==> src/rtl/cfg_readback_tx.sv <==
// cfg_readback_tx: dumps the channel-parameter table over a UART 8N1 line as
// one frame: header byte, N_BYTES table bytes starting at address 0, then an
// 8-bit additive checksum of the table bytes.
module cfg_readback_tx #(
  parameter int unsigned CLK_DIV = 434,
  parameter int unsigned N_BYTES = 112,
  parameter logic [7:0]  HDR     = 8'hA5
) (
  input  logic       clk_TX,
  input  logic       rst_n,
  input  logic       start,
  output logic [7:0] r_addr,
  input  logic [7:0] r_data,
  output logic       tx,
  output logic       busy,
  output logic       done
);

  localparam int unsigned   BW        = (CLK_DIV > 1) ? $clog2(CLK_DIV) : 1;
  localparam logic [BW-1:0] BAUD_LAST = BW'(CLK_DIV - 1);
  localparam logic [7:0]    ADDR_LAST = 8'(N_BYTES - 1);

  typedef enum logic [2:0] {
    IDLE,
    HDR_BIT,
    FETCH,
    DATA_BIT,
    CSUM_BIT,
    FINISH
  } state_t;

  state_t        state, state_d;
  logic [BW-1:0] baud_cnt, baud_d;
  logic [3:0]    bit_cnt, bit_d;
  logic [9:0]    sreg, sreg_d;
  logic [7:0]    acc, acc_d;
  logic [7:0]    addr_d;
  logic          last_byte, last_d;
  logic          busy_d, done_d;
  logic          bit_end;

  assign bit_end = (baud_cnt == BAUD_LAST);

  // The line is the LSB of the shift register, so tx is a flop output and
  // idles high because the register rests at all ones.
  assign tx = sreg[0];

  // State, counters, shift register, accumulator and outputs.
  always_ff @(posedge clk_TX or negedge rst_n) begin
    if (!rst_n) begin
      state     <= IDLE;
      baud_cnt  <= '0;
      bit_cnt   <= '0;
      sreg      <= '1;
      acc       <= '0;
      r_addr    <= '0;
      last_byte <= 1'b0;
      busy      <= 1'b0;
      done      <= 1'b0;
    end else begin
      state     <= state_d;
      baud_cnt  <= baud_d;
      bit_cnt   <= bit_d;
      sreg      <= sreg_d;
      acc       <= acc_d;
      r_addr    <= addr_d;
      last_byte <= last_d;
      busy      <= busy_d;
      done      <= done_d;
    end
  end

  // Next-state logic. FETCH is the stop bit of a byte that is followed by a
  // table byte; that byte is latched at the end of FETCH. The address for the
  // following byte is advanced at that same latch, a full byte time ahead.
  always_comb begin
    state_d = state;
    baud_d  = baud_cnt;
    bit_d   = bit_cnt;
    sreg_d  = sreg;
    acc_d   = acc;
    addr_d  = r_addr;
    last_d  = last_byte;
    busy_d  = busy;
    done_d  = 1'b0;
    case (state)
      IDLE: begin
        if (start) begin
          state_d = HDR_BIT;
          addr_d  = '0;
          acc_d   = '0;
          last_d  = 1'b0;
          busy_d  = 1'b1;
          baud_d  = '0;
          bit_d   = '0;
          sreg_d  = {1'b1, HDR, 1'b0};
        end
      end
      FINISH: begin
        state_d = IDLE;
      end
      default: begin
        if (!bit_end) begin
          baud_d = baud_cnt + BW'(1);
        end else begin
          baud_d = '0;
          if (bit_cnt != 4'd9) begin
            bit_d  = bit_cnt + 4'd1;
            sreg_d = {1'b1, sreg[9:1]};
            if (bit_cnt == 4'd8 &&
                (state == HDR_BIT || (state == DATA_BIT && !last_byte))) begin
              state_d = FETCH;
            end
          end else begin
            bit_d = '0;
            if (state == FETCH) begin
              sreg_d  = {1'b1, r_data, 1'b0};
              acc_d   = acc + r_data;
              state_d = DATA_BIT;
              if (r_addr == ADDR_LAST) begin
                last_d = 1'b1;
              end else begin
                addr_d = r_addr + 8'd1;
              end
            end else if (state == DATA_BIT) begin
              sreg_d  = {1'b1, acc, 1'b0};
              state_d = CSUM_BIT;
            end else begin
              sreg_d  = '1;
              state_d = FINISH;
              busy_d  = 1'b0;
              done_d  = 1'b1;
            end
          end
        end
      end
    endcase
  end

endmodule
==> config.mk <==
export PLATFORM = sky130hd
export DESIGN_NAME = cfg_readback_tx
export DESIGN_NICKNAME = d
export VERILOG_FILES = /design/src/rtl/cfg_readback_tx.sv
export SDC_FILE = /design/constraint.sdc
export NUM_CORES = 1
export LEC_CHECK = 0
export CAP_MARGIN = 20
export CORE_MARGIN = 2
export CORE_UTILIZATION = 26
export CTS_BUF_LIST = sky130_fd_sc_hd__clkbuf_8
export DETAILED_ROUTE_END_ITERATION = 7
export SYNTH_ARGS = -nofsm -noshare
export SYNTH_HDL_FRONTEND = slang
export SYNTH_SLANG_ARGS = --single-unit
==> constraint.sdc <==
create_clock -name clk_TX -period 2.5 [get_ports clk_TX]
set_input_delay 0.25 -clock clk_TX [delete_from_list [all_inputs] [get_ports clk_TX]]
set_output_delay 0.25 -clock clk_TX [all_outputs]
set_load 0.05 [all_outputs]
; ---- Yosys cells after proc, flatten, opt, wreduce, memory -nomap -nowiden
; Cells that the tools add are included.
[word_totals]
register_bits = 45
inputBits = 11
output_inout_bits = 11
wordCells = 92
[classes]
add_sub_neg = 4
eq_ne = 14
mux = 47
bitwise_logic = 1
reduce_logical = 17
[op_table]
columns = operator, count
row1 = 8-bit two-way mux, 8
row2 = 9-bit two-way mux, 5
row3 = 8-bit case mux with 2 select lines, 2
row4 = 10-bit two-way mux, 2
row5 = 10-bit case mux with 2 select lines, 1
row6 = 9-bit case mux with 2 select lines, 1
row7 = 6-bit AND reduction, 3
row8 = 1-bit two-way mux, 16
row9 = 3-bit two-way mux, 5
row10 = 4-bit two-way mux, 3
row11 = "9-bit by 1-bit adder with 9-bit output, second input constant", 1
row12 = "9-bit == test, second input constant", 1
row13 = "8-bit by 1-bit adder with 8-bit output, second input constant", 1
row14 = 8-bit adder, 1
row15 = "8-bit by 7-bit == test with 1-bit output, second input constant", 1
row16 = "2-bit by 1-bit != test with 1-bit output, second input constant", 4
row17 = 4-bit case mux with 2 select lines, 1
row18 = "3-bit by 2-bit == test with 1-bit output, second input constant", 2
row19 = 3-bit case mux with 2 select lines, 1
row20 = 3-bit AND reduction, 2
row21 = 2-bit nonzero test, 3
row22 = 5-bit AND reduction, 1
row23 = "4-bit by 1-bit adder with 4-bit output, second input constant", 1
row24 = "4-bit == test, second input constant", 1
row25 = other kinds (14), 16

; ---- Logic depth before layout (Yosys ltp)
; Gate-level depths: netlist of run 1.
[logic_depth]
word_depth = 8
ltp_mapped = 8
ltp_nobuf = 7

; ---- Worst setup path before layout of run 1
; OpenSTA, ideal clock, no wires.
[synth_timing]
kind = reg-to-reg
from = reg r_addr[0]
to = reg r_addr[4]
setup_time_ns = 0.096
arrival_time_ns = 1.890
t_required_ns = 2.404
slack_ns = 0.513
path_stages_with_launch = 8
n_path_buf = 1
synth_period_minus_slack_ns = 1.987
path_cell_list = dfrtp_1 -> ha_1 -> nand3_1 -> nor4_1 -> or2_1 -> clkbuf_1 -> o21ai_0 -> o31ai_1
[synth_via]
elab_chain_cells = 6
word_cells_on_any_way = 9
cone_classes = add/sub (1) / eq/ne (2) / mux (5) / reduce/logical (1)
[synth_lines]
columns = item, line
row1 = start: declaration, 12  ; output logic [7:0] r_addr,
row2 = start signal: assignment, 66  ; r_addr <= addr_d;
row3 = 8-bit by 1-bit adder with 8-bit output, 123  ; addr_d = r_addr + 8'd1;
row4 = 8-bit two-way mux, 120  ; if (r_addr == ADDR_LAST) begin
row5 = 8-bit two-way mux, 116  ; if (state == FETCH) begin
row6 = 8-bit two-way mux, 107  ; if (bit_cnt != 4'd9) begin
row7 = 8-bit two-way mux, 103  ; if (!bit_end) begin
row8 = 8-bit case mux with 2 select lines, 86  ; case (state)
; Several ways; a longest one is shown, not always the timed one. The select of a mux whose other input is x is not followed.
; A chain may end at the register's enable or synchronous reset.

; ---- Worst setup path in the final report of run 1
[layout_timing]
from = reg baud_cnt[6]
to = reg bit_cnt[1]
[layout_via]
elab_chain_cells = 3
[layout_lines]
columns = item, line
row1 = start: declaration, 33  ; logic [BW-1:0] baud_cnt, baud_d;
row2 = start signal: assignment, 62  ; baud_cnt <= baud_d;
row3 = 9-bit == test, 42  ; assign bit_end = (baud_cnt == BAUD_LAST);
row4 = 2-bit nonzero test (no line), n/a
row5 = 3-bit AND reduction (no line), n/a
row6 = end signal: assignment, 63  ; bit_cnt <= bit_d;
row7 = end: declaration, 34  ; logic [3:0] bit_cnt, bit_d;
; Every way passes these cells.

==> results.yml, run 1 <==
synthesis:
  ys_ff_latch: 44
  syn-num-nets: 319
  synth_edf_count: 0
  synth_area_per_cell_sq_um: 9.02
  synth.cell_area_sq_um: 2680
  ys.flop_type: "dfrtp_1"
  ys.warnings.count: 0
  ys_seq_area_share_pct: 41.5
  synth_cell_types: 55
  syn_inst: 297
  ys_async_sr_fraction_pct: 100
pwr:
  p_leak_uw: 0.00130
  vdd_drop_max_uv: 198
  p_per_area_nw_per_um2: 424
finish:
  multiInputGateArea_sq_um: 1500
  fill_cells: 1066
  diodes: 0
  final_common_cell: "nand2_1"
  final_util_pct: 31.4
  final_cell_mix: "nand2_1 (36), dfrtp_1 (35), o21ai_0 (32)"
  seq_area_sq_um: 1110
  nNetsFinal: 346
  area_delta_synth_final_pct: 19.5
  drive_gt1_share_pct: 12.6
timing:
  finalSetupViolCount: 0
  rsz0062_at_grt: "no"
  max_freq_mhz: 458
  tns_ps: 0
  final_hold_viol_count: 0
  worst_pin_slew_ps: 927
  min_period_over_period_pct: 87.4
  slew_headroom_pct: 38.2
  final_max_slew_viol_count: 0
  skew_ps: 5.39
  post-route-min-period_ps: 2180
placement:
  dp.final_hpwl_um: 4800
  io_buffers: 21
  gp_congestion: 0.871
clocking:
  cts_tree: "built"
  cts_buffer_depth: 2
  ctsResizeCount: 0
  cts_setup_buffers: 0
  clk_latency_ps: 300
  ctsHtreeMaxLevel: 2
  cts_buffers: 5
  clock-sinks: 44
  clk_pin_slew_ps: 90
  hold_buffers: 0
  root_buffer: "clkbuf_8"
detailed_routing:
  drt-pass1-iter-count: 5
  wl_met3_um: 277
  highest_layer: "met4"
  wl_met1_um: 3150
  wire_per_inst_um: 14.2
  wl_um: 6530
  ant_nets: 0
  vias_per_cell: 5.04
  drt_iter0_drc: 110
  vias: 2324
  wl_met2_um: 3040
  drc: 0
setup_path:
  cp_cell_sequence: "nor4b_2 > nand2_1 > a21oi_1 > o21ai_0 > a21o_1"
  critPathSlowestCell: "a21oi_1"
  cp.buffers_inverters: 0
  crit_family: "compound AO/OA/AOI/OAI gates"
  worstSetupPathType: "flop to flop"
  critical_path.startpoint_type: "flop"
  reg2regPathDepth: 5
  crit_path_max_fanout: 7
  cp_data_required_time_ps: 2700
  cp.arrival_ps: 2390
  slowest_delay_ps: 550
  worstSetupEndpointType: "flop"
  path_depth: 5
global_routing:
  antenna_found_initial: 0
  grt.overflow.total: 0
  track_usage_pct: 12.5
  grt_pass1_wl_um: 11300
  grt_max_degree: 41
  grt_pass1_vias: 2262
floorplanning:
  core-area_sq_um: 10200
  io_pins: 22
  die_area_sq_um: 11100
  initial_core_util_pct: 26.3
  rows: 37
  fp.dieW_um: 106
  die_y_um: 106
run:
  maxCapViolCount: 0
min_path:
  hp-class: "input pin to async pin"
outcome:
  status: "complete, no violations"
## logic make-up after synthesis
kind of cell             count (synthesis)  synth area share [%]
AND/OR/NAND/NOR                        107                  21.6
flip-flops                              44                  41.5
AO/OA/AOI/OAI                           98                  22.0
XOR/XNOR                                10                  3.27
adder cells (fa/ha/maj)                 11                  5.42
multiplexers                             9                  3.64
buffers and inverters                   18                  2.61
## routing by layer
metal	global-route usage [%]	vias up
li1	-	1151
met1	17.2	1120
met2	19.8	47
met3	2.97	6
met4	2.82	0
met5	0	-
## power breakdown
part           leakage [uW]  switching, uW  internal, uW  total, uW
clock             0.0000541            256           296        552
combinational      0.000751           46.5          40.0       86.5
sequential         0.000495           2.36           715        717
## Yosys cell counts, drive strengths merged, types with 2 or more instances
master  number  area (sq um)
dfrtp       35           876
or4          2          15.0
or3          2          12.5
nor3         6          41.3
nand4        4          40.0
nand2       36           135
o21a         4          30.0
nand3       14          70.1
ha          10           125
buf          3          13.8
mux2         6          67.6
nor2        19          71.3
a21o         6          45.0
o31ai        5          37.5
a21oi       19          95.1
a41oi        2          17.5
xnor2        6          52.6
a31oi        2          12.5
clkbuf       9          33.8
and4         3          26.3
mux2i        3          30.0
or2          3          18.8
and3         5          31.3
nor3b        2          15.0
xor2         4          35.0
a211oi       2          15.0
o21ai       41           205
nor4b        2          23.8
nor2b        2          12.5
dfstp        9           236
o41ai        3          26.3
inv          6          22.5
o22ai        8          50.1
## through the flow
stage	setup slack (ps)	instance area [sq um]	cells	hold slack (ps)	power [uW]
after floorplan	513	2680	297	-45.6	773
after global placement	182	3090	453	451	818
after detailed placement	113	3090	453	456	819
after CTS	288	3200	461	132	1370
after global routing	117	3200	461	159	1420
final	315	3200	461	78.5	1360
## registers in the layout (all words and copies together) (netlist names)
| register | count |
|---|---|
| bit_cnt | 4 |
| busy | 1 |
| acc | 8 |
| baud_cnt | 9 |
| state | 3 |
| r_addr | 8 |
| sreg | 9 |
| done | 1 |
| last_byte | 1 |
## path summary, 6_finish.rpt
kind	from	to	slack, ps
max	baud_cnt[6]	bit_cnt[1]	320
min	rst_n	acc[4]	80
max reg2reg	baud_cnt[6]	bit_cnt[1]	320
min reg2reg	sreg[8]	sreg[8]	480
max in group asynchronous	rst_n	sreg[4]	1690
min in group clk_TX	sreg[8]	sreg[8]	480
## layout make-up
type	count	share of cell area [%]
Sequential cell	44	34.7
Timing Repair Buffer	32	8.99
Inverter	6	0.703
Multi-Input combinational cell	235	46.8
Tap cell	136	5.31
Clock buffer	5	2.15
Clock inverter	3	1.33
(Power assumes the default switching activity.)
==> inputs of run 2 (changes only) <==
--- a/config.mk
+++ b/config.mk
@@ -6,7 +6,6 @@
 export NUM_CORES = 1
 export LEC_CHECK = 0
 export CAP_MARGIN = 20
-export CORE_MARGIN = 2
 export CORE_UTILIZATION = 26
 export CTS_BUF_LIST = sky130_fd_sc_hd__clkbuf_8
 export DETAILED_ROUTE_END_ITERATION = 7
==> run 2 against run 1 <==
Non-clock buffer count unchanged; total power up 16%; design area up 1.4%; fmax down 1.3%; routed wire length up 1.4%; core utilization up 1.5 points; sequential cell count unchanged.
==> results.yml, run 2 (synthesis results as in run 1) <==
timing:
  worst_pin_slew_ps: 882
  min_period_over_period_pct: 88.6
  max_freq_mhz: 452
  final_hold_viol_count: 0
  tns_ps: 0
  post-route-min-period_ps: 2210
  final_max_slew_viol_count: 0
  finalSetupViolCount: 0
  slew_headroom_pct: 41.2
  skew_ps: 8.54
  rsz0062_at_grt: "no"
finish:
  fill_cells: 1009
  area_delta_synth_final_pct: 21.1
  reg_top3: "baud_cnt (9), sreg (9)"
  final_common_cell: "nand2_1"
  drive_gt1_share_pct: 12.6
  final_util_pct: 32.9
  instances_no_fill: 458
  diodes: 0
  nNetsFinal: 346
  final_cell_mix: "nand2_1 (36), dfrtp_1 (35), o21ai_0 (32)"
clocking:
  cts_buffer_depth: 2
  cts_buffers: 5
  clock-sinks: 44
  cts_setup_buffers: 0
  ctsHtreeMaxLevel: 2
  clk_pin_slew_ps: 90
  hold_buffers: 0
  cts_tree: "built"
  ctsResizeCount: 0
  root_buffer: "clkbuf_8"
  clk_latency_ps: 300
floorplanning:
  rows: 36
  io_pins: 22
  die_area_sq_um: 10700
  initial_core_util_pct: 27.2
  core-area_sq_um: 9860
  fp.dieW_um: 104
  die_y_um: 104
placement:
  dp.final_hpwl_um: 4700
  dp.cells: 450
  gp_congestion: 0.835
  io_buffers: 21
setup_path:
  crit_path_max_fanout: 7
  cp_cell_sequence: "nor4b_2 > nand3_1 > a2111o_1 > o21a_1 > o311ai_1"
  reg2reg_slack_ps: 290
  worstSetupPathType: "flop to flop"
  critical_path.startpoint_type: "flop"
  reg2reg_from: "baud_cnt[6]"
  critPathSlowestCell: "nor4b_2"
  reg2regPathDepth: 5
  cp_data_required_time_ps: 2700
  cp.arrival_ps: 2420
  r2r-end: "acc[7]"
  worstSetupEndpointType: "flop"
  slowest_delay_ps: 490
  cp-startpoint: "baud_cnt[6]"
pwr:
  power_frac_clock_pct: 48.9
  vdd_drop_max_uv: 235
  switching_share_pct: 20.3
  p_per_area_nw_per_um2: 485
  power.share.combinational_pct: 5.5
  finalPower_uw: 1570
  power_frac_seq_pct: 45.6
  p_leak_uw: 0.00132
  p_switching_uw: 319
  cellInternalPower_uw: 1260
detailed_routing:
  drt_iter0_drc: 87
  wire_per_inst_um: 14.5
  drc: 0
  drt-pass1-iter-count: 5
  wl_um: 6620
  ant_nets: 0
  vias_per_cell: 5.14
  vias: 2354
run:
  maxCapViolCount: 0
global_routing:
  grt_max_degree: 40
  grt.overflow.total: 0
  grt_pass1_vias: 2231
  antenna_found_initial: 0
  grt_pass1_wl_um: 11200
  track_usage_pct: 12.8
min_path:
  hp-class: "input pin to async pin"
outcome:
  status: "complete, no violations"
-- run 2: cell types whose count changed in the layout (fill, tap and decap cells not counted), sizes merged --
cell	delta
bufinv	+2
clkinv	-1
clkinvlp	-1
-- run 2: critical path: cells and delay by family (launching register included) --
kind,cells,cell delay [ps]
and+or+nand+nor,2,860
AOI/OAI and AO/OA,3,800
DFF,1,440
-- run 2: per-stage QoR --
step	worst slack, ps	cell area (sq um)	hold slack [ps]
floorplan	513	2680	-45.6
global placement	184	3090	446
detailed placement	128	3090	429
CTS	302	3250	98.9
global route	69.3	3250	140
finish	286	3250	56.8
-- run 2: area by class of cell --
type                            instances  area, sq um  area share, %
Inverter                                6         22.5          0.694
Timing Repair Buffer                   32          288           8.87
Sequential cell                        44         1110           34.3
Clock inverter                          3         90.1           2.78
Multi-Input combinational cell        235         1500           46.1
Clock buffer                            5         68.8           2.12
Tap cell                              133          166           5.13
-- run 2: power by group through the flow --
| stage | registers, uW | logic (uW) | clock network, uW |
|---|---|---|---|
| 2_1_floorplan | 731 | 42.9 | 0 |
| 3_3_place_gp | 731 | 87.2 | 0 |
| 3_5_place_dp | 731 | 87.4 | 0 |
| 4_1_cts | 718 | 88.0 | 779 |
| 5_1_grt | 718 | 97.2 | 806 |
| 6_report | 718 | 86.3 | 770 |
-- run 2: per-layer routing --
| layer | track usage [%] | vias to the layer above | part of all wire, % |
|---|---|---|---|
| met5 | 0 | - | 0 |
| met3 | 2.83 | 7 | 6.4 |
| li1 | - | 1151 | - |
| met2 | 20.5 | 69 | 46 |
| met4 | 3.42 | 0 | 1.1 |
| met1 | 17.5 | 1127 | 46 |
-- run 2: worst max-delay path by stage --
stage | endpoint | slack (ps) | cells after the start
after floorplan | r_addr[4] | 510 | 7
after global placement | acc[6] | 180 | 8
after detailed placement | acc[6] | 130 | 8
after CTS | bit_cnt[1] | 300 | 5
after global routing | acc[7] | 70 | 5
final | acc[7] | 290 | 5
